## src/rtl/freq_div_pkg.sv

```systemverilog
// Shared types and constants for the programmable frequency divider.
// Holds the FSM state encoding, the divisor floor and the output-mode encodings.
package freq_div_pkg;

    typedef enum logic {
        IDLE = 1'b0,
        RUN  = 1'b1
    } state_e;

    localparam int unsigned MIN_DIV = 2;

    localparam logic MODE_SQUARE = 1'b0;
    localparam logic MODE_PULSE  = 1'b1;

endpackage

```

## src/rtl/prog_freq_divider.sv

```systemverilog
// Programmable clock divider: square-wave or single-cycle-pulse output with a period of N clocks.
// New divisor/mode settings are staged and only take effect on a period boundary or while idle.
module prog_freq_divider
    import freq_div_pkg::*;
#(
    parameter int unsigned WIDTH       = 32,
    parameter int unsigned DEFAULT_DIV = 2
) (
    input  logic             Clk,
    input  logic             ResetN,
    input  logic [WIDTH-1:0] Din,
    input  logic             ModeIn,
    input  logic             ConfigDiv,
    input  logic             Enable,
    output logic             ClkOut,
    output logic             Tick,
    output logic             ConfigAck,
    output logic             Active
);

    localparam logic [WIDTH-1:0] MIN_DIV_W     = WIDTH'(MIN_DIV);
    localparam logic [WIDTH-1:0] DEFAULT_DIV_W = WIDTH'(DEFAULT_DIV);

    state_e           state_q;
    logic [WIDTH-1:0] div_q;
    logic             mode_q;
    logic [WIDTH-1:0] pend_div_q;
    logic             pend_mode_q;
    logic             pending_q;
    logic [WIDTH-1:0] cnt_q;
    logic             clk_out_q;
    logic             tick_q;
    logic             ack_q;

    logic [WIDTH-1:0] n_eff;
    logic [WIDTH-1:0] cnt_d;
    logic             at_wrap;
    logic             apply_cfg;

    // Output level for a given position in the period. Square mode keeps the
    // longer half high, so odd divisors give ceil(N/2) high cycles.
    function automatic logic level_at(input logic [WIDTH-1:0] cnt,
                                      input logic [WIDTH-1:0] n,
                                      input logic             mode);
        if (mode == MODE_PULSE) begin
            return (cnt == '0);
        end
        return (cnt < (n - (n >> 1)));
    endfunction

    always_comb begin
        n_eff     = (div_q < MIN_DIV_W) ? MIN_DIV_W : div_q;
        cnt_d     = cnt_q + WIDTH'(1);
        at_wrap   = (cnt_q == (n_eff - WIDTH'(1)));
        // Staged settings land only where a fresh period begins: any idle edge,
        // or the wrap edge of a running period that is not being stopped.
        apply_cfg = pending_q && ((state_q == IDLE) || (Enable && at_wrap));
    end

    always_ff @(posedge Clk or negedge ResetN) begin
        if (!ResetN) begin
            state_q     <= IDLE;
            div_q       <= DEFAULT_DIV_W;
            mode_q      <= MODE_SQUARE;
            pend_div_q  <= '0;
            pend_mode_q <= MODE_SQUARE;
            pending_q   <= 1'b0;
            cnt_q       <= '0;
            clk_out_q   <= 1'b0;
            tick_q      <= 1'b0;
            ack_q       <= 1'b0;
        end else begin
            ack_q <= apply_cfg;

            if (apply_cfg) begin
                div_q     <= pend_div_q;
                mode_q    <= pend_mode_q;
                pending_q <= 1'b0;
            end
            // A strobe on the apply edge stages a new value after the old one
            // has been consumed, so it waits for the following boundary.
            if (ConfigDiv) begin
                pend_div_q  <= Din;
                pend_mode_q <= ModeIn;
                pending_q   <= 1'b1;
            end

            case (state_q)
                IDLE: begin
                    cnt_q <= '0;
                    if (Enable) begin
                        state_q   <= RUN;
                        tick_q    <= 1'b1;
                        clk_out_q <= 1'b1;
                    end else begin
                        tick_q    <= 1'b0;
                        clk_out_q <= 1'b0;
                    end
                end
                RUN: begin
                    if (!Enable) begin
                        state_q   <= IDLE;
                        cnt_q     <= '0;
                        tick_q    <= 1'b0;
                        clk_out_q <= 1'b0;
                    end else if (at_wrap) begin
                        cnt_q     <= '0;
                        tick_q    <= 1'b1;
                        clk_out_q <= 1'b1;
                    end else begin
                        cnt_q     <= cnt_d;
                        tick_q    <= 1'b0;
                        clk_out_q <= level_at(cnt_d, n_eff, mode_q);
                    end
                end
                default: begin
                    state_q   <= IDLE;
                    cnt_q     <= '0;
                    tick_q    <= 1'b0;
                    clk_out_q <= 1'b0;
                end
            endcase
        end
    end

    assign ClkOut    = clk_out_q;
    assign Tick      = tick_q;
    assign ConfigAck = ack_q;
    assign Active    = (state_q == RUN);

endmodule
```

## config.mk

```make
export PLATFORM = sky130hd
export DESIGN_NAME = prog_freq_divider
export DESIGN_NICKNAME = d
export VERILOG_FILES = /design/src/rtl/freq_div_pkg.sv /design/src/rtl/prog_freq_divider.sv
export SDC_FILE = /design/constraint.sdc
export NUM_CORES = 1
export LEC_CHECK = 0
export ABC_AREA = 0
export CAP_MARGIN = 10
export CORE_MARGIN = 4
export CORE_UTILIZATION = 54
export DETAILED_ROUTE_END_ITERATION = 10
export MAX_ROUTING_LAYER = met4
export PLACE_DENSITY = 0.69
export REMOVE_ABC_BUFFERS = 1
export SLEW_MARGIN = 20
export SYNTH_ARGS = -nofsm -noshare
export SYNTH_HDL_FRONTEND = slang
export SYNTH_SLANG_ARGS = --single-unit
```

## constraint.sdc

```tcl
create_clock -name Clk -period 8.3 [get_ports Clk]
set_input_delay 2.075 -clock Clk [delete_from_list [all_inputs] [get_ports Clk]]
set_output_delay 2.075 -clock Clk [all_outputs]
set_load 0.01 [all_outputs]
```

=== Yosys cells after proc, flatten, opt, wreduce, memory -nomap -nowiden ===
Index checks and enable logic that the tools add are counted.

* Output and inout port bits: 4
* Memory bits (read-only): 0
* Memories kept: 0
* Latch bits: 0
* Flip-flop bits (word level): 103
* Bits in writable memories: 0
* Logic and storage cells: 41
* Input bits: 37

* Multiply operators: 0
* Reductions and logical operators: 5
* Bitwise gates (word level): 1
* Add/sub/neg operators: 3
* Muxes and demuxes: 19
* Shift operators: 0
* Eq/ne operators: 1
* Order comparisons: 2
* Divide/modulo/power cells: 0

{| class="wikitable"
|+ Operators by type and width
! kind !! count
|-
| $mux W32 || 3
|-
| $pmux W32 S2 || 1
|-
| $add A32 B1 Y32 const B || 1
|-
| $eq A32 B32 Y1 || 1
|-
| $logic_not A32 Y1 || 1
|-
| $lt A32 B2 Y1 const B || 1
|-
| $lt A32 B32 Y1 || 1
|-
| $sub A32 B1 Y32 const B || 1
|-
| $sub A32 B31 Y32 || 1
|-
| $mux W1 || 13
|-
| $pmux W1 S2 || 2
|-
| $logic_and A1 B1 Y1 || 2
|-
| $reduce_bool A2 Y1 || 1
|-
| $logic_or A1 B1 Y1 || 1
|-
| $not A1 Y1 || 1
|}

=== Logic depth before layout (Yosys ltp) ===
* Word-level depth: 11
* Mapped depth: 26
* Gate-level depth less buffers: 25

=== Worst setup path before layout ===
No wires, ideal clock.

* Path kind: reg2reg
* Start point: register div_q[1]
* End point: register clk_out_q, in the netlist ClkOut
* Clock period less this slack: 5.055 ns
* Arrival: 4.989 ns
* Data required time: 8.234 ns
* Setup time: 0.066 ns
* Buffers on the path: 1
* Slack: 3.245 ns
* Cell stages (with the launch flop): 27
* Path through: dfstp_2 nor3_1 nand4_1 o21a_1 clkinv_2 buf_6 ha_1 fa_1 nor2_1 o311ai_0 a211oi_1 a211oi_1 o41ai_1 o21ai_0 a21oi_1 o21ai_0 nand4b_1 o311ai_0 ha_1 a21o_1 a21o_1 a21oi_1 nor2_1 a2111oi_0 nor2_1 a2111oi_0 o31a_1

* Longest elaborated chain between the ends: 8
* Elaborated cells on any way between the ends: 10
* Those cells by class: add/sub: 2; order compare: 2; eq/ne: 1; mux: 5

{| class="wikitable"
|+ Ends and longest elaborated chain
! what !! RTL line !! source
|-
| start, declared || prog_freq_divider.sv:25 || <nowiki>logic [WIDTH-1:0] div_q;</nowiki>
|-
| start signal, assigned || prog_freq_divider.sv:76 || <nowiki>div_q <= pend_div_q;</nowiki>
|-
| $lt A32 B2 Y1 || prog_freq_divider.sv:52 || <nowiki>n_eff = (div_q < MIN_DIV_W) ? MIN_DIV_W : div_q;</nowiki>
|-
| $mux W32 (*) || prog_freq_divider.sv:52 ||
|-
| $sub A32 B31 Y32 || prog_freq_divider.sv:48 || <nowiki>return (cnt < (n - (n >> 1)));</nowiki>
|-
| $lt A32 B32 Y1 || prog_freq_divider.sv:48 ||
|-
| $mux W1 || prog_freq_divider.sv:48 ||
|-
| $mux W1 (*) || prog_freq_divider.sv:106 || <nowiki>end else if (at_wrap) begin</nowiki>
|-
| $mux W1 (*) || prog_freq_divider.sv:101 || <nowiki>if (!Enable) begin</nowiki>
|-
| $pmux W1 S2 (*) || prog_freq_divider.sv:88 || <nowiki>case (state_q)</nowiki>
|-
| end signal, assigned || prog_freq_divider.sv:113 || <nowiki>clk_out_q <= level_at(cnt_d, n_eff, mode_q);</nowiki>
|-
| end, declared || prog_freq_divider.sv:31 || <nowiki>logic clk_out_q;</nowiki>
|}

Every way passes the cells marked *; elsewhere a longest branch is shown, timed or not.
A chain may end at the register's enable or synchronous reset.

=== Worst setup path after layout ===
* Start point: register div_q[31]
* End point: register clk_out_q, in the netlist ClkOut

The elaborated chain is that of the path after synthesis.

==> reports/results.env <==
REPORT.FINAL.HOLD_VIOL_COUNT=0
DPL.CELL_COUNT=1128
PLACE.PORT_BUFFERS=40
WORST_SLEW_MARGIN_REL_PCT=39.2
UTILIZATION_PCT=59.7
OUTCOME='complete, no violations'
AVGROUTEDWIREPERCELL_UM=17.5
FINALWIRELENGTH_UM=20000
H_TREE_DEPTH=3
WORST_EP_REQUIRED_NS=8.60
NFILLCELLS=1320
GRT_OVERFLOW=0
CHIPHEIGHT_UM=132
REPORT.FINAL.SLEW_VIOL_COUNT=0
FINISH.NET_COUNT=1086
SYNTH_ASYNC_SR_FLOP_SHARE_PCT=100
NUMBER_OF_FLOPS_MAPPED_TO_ENABLE_CELLS_BY_YOSYS=0
ANTENNA_FOUND_INITIAL=0
GRT_START_MAX_NET_PINS=74
CLOCK_SINKS=103
POSTROUTEANTENNANETS=0
FINALSETUPTNS_NS=0
SEQUENTIAL_AREA_SHARE_AFTER_SYNTHESIS_PCT=30.9
DETAILED_PLACE_HPWL_UM=15900
DR_TOTAL_VIAS=6753
TOTAL_LEAKAGE_POWER_uW=0.00418
DIODES=0
REGISTER_TO_REGISTER_PATH_SETUP_SLACK_NS=2.40
GRT_SETUP_UNREPAIRED='no'
HOLDCRITPATHCLASS='reg2reg'
POST-ROUTE-PERIOD-UTIL_PCT=71.1
POWER.DENSITY_CELL_AREA_mW_PER_MM2=201
SETUP.WORST_PATH.START_CLASS='flip-flop'
TIGHTESTPINTRANSITION_NS=0.912
CTS_TREE='yes'
POST_LAYOUT_MINIMUM_CYCLE_TIME_NS=5.90
FINCLKSKEW_NS=0.0114
SYNTH.AVG_CELL_AREA_SQ_UM=8.78
SYNTH_CELL_TYPES=70
SYNTHESIS.YOSYS.WARNINGS=0
WORST-SETUP-PATH-TYPE='reg2reg'
DRT-PASS1-ITER-COUNT=6
CTS-HOLD-FIX-BUFFERS=0
CTS_INSERTED_BUFFERS=9
WHS_ENDPOINT='mode_q'
DETAILED_ROUTE_DRC_ERROR_COUNT=0
CORE_REGION_AREA_SQ_MM=0.0151
WORST_IR_DROP_VDD_uV=131
NUM_IO_PINS=41
CTSLONGESTPATHBUFFERS=2
WORSTREGTOREGCELLS=25
CRITPATHARRIVALTIME_NS=6.20
CRITICAL_PATH.MAX_FANOUT=15
ROWS=45
INITIALDRTVIOLATIONCOUNT=721
WORST_HOLD_SLACK_NS=0.492
YS_FF_LATCH=103
GRT_USAGE_PCT=24.2
MAX_CAP_VIOL_COUNT=0
AVGVIACOUNTPERCELL=5.91
WORST_HOLD_PATH.NUM_CELLS=1
PATH_CLK_SLEW_NS=0.08
AREA_GROWTH_SYN_TO_LAYOUT_PCT=8.40
START_UTIL_PCT=55.1
MAPPEDNETLISTAREA_SQ_MM=0.00834
INSERTION_DELAY_NS=0.36
POST_CTS_BUFFERS=0
NUMBER_OF_GLOBAL_ROUTE_VIAS_BEFORE_REPAIR=6372
NUMBER_OF_GATES_RESIZED_AFTER_CTS=0
FINALWEIGHTEDCONGESTION=1.01
R2R_END='ClkOut'
MIN_FROM='pend_mode_q'
DIEAREA_SQ_MM=0.0175
SYNTHCELLS=950
WIRE_LENGTH_OF_THE_FIRST_GLOBAL_ROUTING_PASS_UM=33100
YOSYS_MOST_USED_DFF='sky130_fd_sc_hd__dfrtp_1'
CLOCK_TREE.ROOT_CELL='sky130_fd_sc_hd__clkbuf_16'
DIE-WIDTH_UM=132
ENDPOINT_KIND='flip-flop'
TIMING.FINAL.SETUP_VIOLATIONS=0
DRIVE_GT1_SHARE_PCT=7.43
INSTANCES_NO_FILL=1143
TIMING.FMAX_MHz=170
REG2REG_FROM='div_q[31]'
-- area by class of cell --
class	instances	area [sq um]	area share, %
clock inverter	6	55.1	0.609
multi-input combinational	703	5170	57.2
inverter	88	332	3.67
tap	188	235	2.60
sequential	103	2580	28.5
timing repair buffer	46	443	4.90
clock buffer	9	225	2.49
-- flip-flops by register name, indices dropped and copies added, names as in the netlist --
name         count
Active           1
ClkOut           1
ConfigAck        1
Tick             1
cnt_q           32
div_q           32
mode_q           1
pend_div_q      32
pend_mode_q      1
pending_q        1
-- synthesized netlist by cell type, types with 3 or more instances --
library cell               instances  area share (%)
sky130_fd_sc_hd__o21ai_1          30             1.8
sky130_fd_sc_hd__xnor2_1          62             6.5
sky130_fd_sc_hd__a21boi_0          4            0.36
sky130_fd_sc_hd__buf_2             7            0.42
sky130_fd_sc_hd__a21o_1            9            0.81
sky130_fd_sc_hd__a221oi_1          7            0.74
sky130_fd_sc_hd__dfrtp_1         102              31
sky130_fd_sc_hd__or3_1             3            0.23
sky130_fd_sc_hd__o21ai_0          20             1.2
sky130_fd_sc_hd__ha_1             97              15
sky130_fd_sc_hd__nor4_2            3            0.45
sky130_fd_sc_hd__nand2b_1          9            0.68
sky130_fd_sc_hd__buf_6             5            0.68
sky130_fd_sc_hd__nor4_1           14             1.1
sky130_fd_sc_hd__nor3_1           30             1.8
sky130_fd_sc_hd__o31ai_1           4            0.36
sky130_fd_sc_hd__nand4_1          19             1.4
sky130_fd_sc_hd__o21a_1            4            0.36
sky130_fd_sc_hd__xor2_1           35             3.7
sky130_fd_sc_hd__nor3b_1           3            0.27
sky130_fd_sc_hd__o311ai_0          4            0.42
sky130_fd_sc_hd__nor2b_1          16             1.2
sky130_fd_sc_hd__mux2_2           34             4.6
sky130_fd_sc_hd__nand2_1          39             1.8
sky130_fd_sc_hd__a21oi_1          40             2.4
sky130_fd_sc_hd__clkbuf_1         40             1.8
sky130_fd_sc_hd__o22ai_1           3            0.23
sky130_fd_sc_hd__a211oi_1          7            0.63
sky130_fd_sc_hd__nand3_1          61             3.7
sky130_fd_sc_hd__a31oi_1           7            0.53
sky130_fd_sc_hd__and4_1            3            0.32
sky130_fd_sc_hd__mux2i_1           4            0.48
sky130_fd_sc_hd__o21bai_1         10            0.90
sky130_fd_sc_hd__or2_2             5            0.38
sky130_fd_sc_hd__nor2_1           71             3.2
sky130_fd_sc_hd__and3_1            8            0.60
sky130_fd_sc_hd__inv_1            87             3.9
sky130_fd_sc_hd__and2_1            3            0.23
sky130_fd_sc_hd__buf_1             3            0.14
-- logic make-up after synthesis --
kind of cell,share of synthesized area [%]
muxes,5.34
AOI/OAI and AO/OA,13.1
DFF,30.9
and+or+nand+nor,18.6
adders and majority gates,14.8
xor gates and xnor gates,10.2
buffers and inverters,7.07
-- critical path, cell delays in order, from the launching register on --
cell	delay, ns
sky130_fd_sc_hd__dfrtp_1	0.48
sky130_fd_sc_hd__nor4_1	0.08
sky130_fd_sc_hd__nand4_1	0.16
sky130_fd_sc_hd__o21a_1	0.28
sky130_fd_sc_hd__clkinv_2	0.24
sky130_fd_sc_hd__ha_1	0.31
sky130_fd_sc_hd__fa_1	0.42
sky130_fd_sc_hd__nor2_1	0.15
sky130_fd_sc_hd__o311ai_0	0.17
sky130_fd_sc_hd__a211oi_1	0.37
sky130_fd_sc_hd__a211oi_1	0.19
sky130_fd_sc_hd__o41ai_1	0.49
sky130_fd_sc_hd__o21ai_0	0.20
sky130_fd_sc_hd__a21oi_1	0.21
sky130_fd_sc_hd__o21ai_0	0.13
sky130_fd_sc_hd__nand4b_1	0.12
sky130_fd_sc_hd__o311ai_0	0.14
sky130_fd_sc_hd__ha_1	0.21
sky130_fd_sc_hd__a21o_1	0.17
sky130_fd_sc_hd__a21o_1	0.17
sky130_fd_sc_hd__a21oi_1	0.15
sky130_fd_sc_hd__nor2_1	0.06
sky130_fd_sc_hd__a2111oi_0	0.36
sky130_fd_sc_hd__nor2_1	0.09
sky130_fd_sc_hd__a2111oi_0	0.32
sky130_fd_sc_hd__o31a_1	0.19
-- layout by cell type, fill, tap and decap left out, types with 8 or more instances in the layout --
master / n
sky130_fd_sc_hd__nand2b_1: 9
sky130_fd_sc_hd__xor2_1: 35
sky130_fd_sc_hd__xnor2_1: 62
sky130_fd_sc_hd__clkbuf_16: 9
sky130_fd_sc_hd__o21ai_0: 20
sky130_fd_sc_hd__o21bai_1: 10
sky130_fd_sc_hd__nand3_1: 61
sky130_fd_sc_hd__ha_1: 97
sky130_fd_sc_hd__nand2_1: 39
sky130_fd_sc_hd__clkdlybuf4s50_1: 39
sky130_fd_sc_hd__dfrtp_1: 102
sky130_fd_sc_hd__mux2_2: 34
sky130_fd_sc_hd__nand4_1: 19
sky130_fd_sc_hd__nor2_1: 71
sky130_fd_sc_hd__inv_1: 87
sky130_fd_sc_hd__a21oi_1: 40
sky130_fd_sc_hd__nor3_1: 30
sky130_fd_sc_hd__a21o_1: 9
sky130_fd_sc_hd__nor2b_1: 16
sky130_fd_sc_hd__o21ai_1: 30
sky130_fd_sc_hd__and3_1: 8
sky130_fd_sc_hd__nor4_1: 14
-- routing by layer --
metal | vias to the layer above | share of wire [%] | routed length [um] | GRT usage [%]
met5 | - | 0 | 0 | -
met4 | 0 | 2.0 | 397 | 6.18
met1 | 3169 | 49 | 9760 | 35.7
li1 | 3302 | - | - | -
met3 | 26 | 8.1 | 1630 | 5.27
met2 | 256 | 41 | 8210 | 33.7
-- how the worst max path moves through the flow --
stage,from,cells past startpoint,endpoint
floorplan,div_q[1],25,ClkOut
global placement,div_q[26],25,ClkOut
detailed placement,div_q[31],25,ClkOut
CTS,div_q[31],25,ClkOut
global route,div_q[31],25,ClkOut
finish,div_q[31],25,ClkOut
-- report_power, final --
part | leakage [uW] | switching, uW | total, uW | internal [uW]
clock network | 0.000132 | 208 | 416 | 207
logic | 0.00276 | 467 | 812 | 345
registers | 0.00130 | 47.0 | 593 | 546
total | 0.00418 | 723 | 1820 | 1100
-- metrics by stage --
| step | setup WS (ns) | power (uW) | area [sq um] |
|---|---|---|---|
| 6_report | 2.40 | 1820 | 9040 |
| 5_1_grt | 1.85 | 1960 | 9040 |
| 4_1_cts | 2.47 | 1820 | 9040 |
| 3_5_place_dp | 2.50 | 1390 | 8760 |
| 3_3_place_gp | 2.60 | 1390 | 8760 |
| 2_1_floorplan | 3.28 | 1190 | 8080 |
No activity file was read; power rests on OpenSTA's default activity.
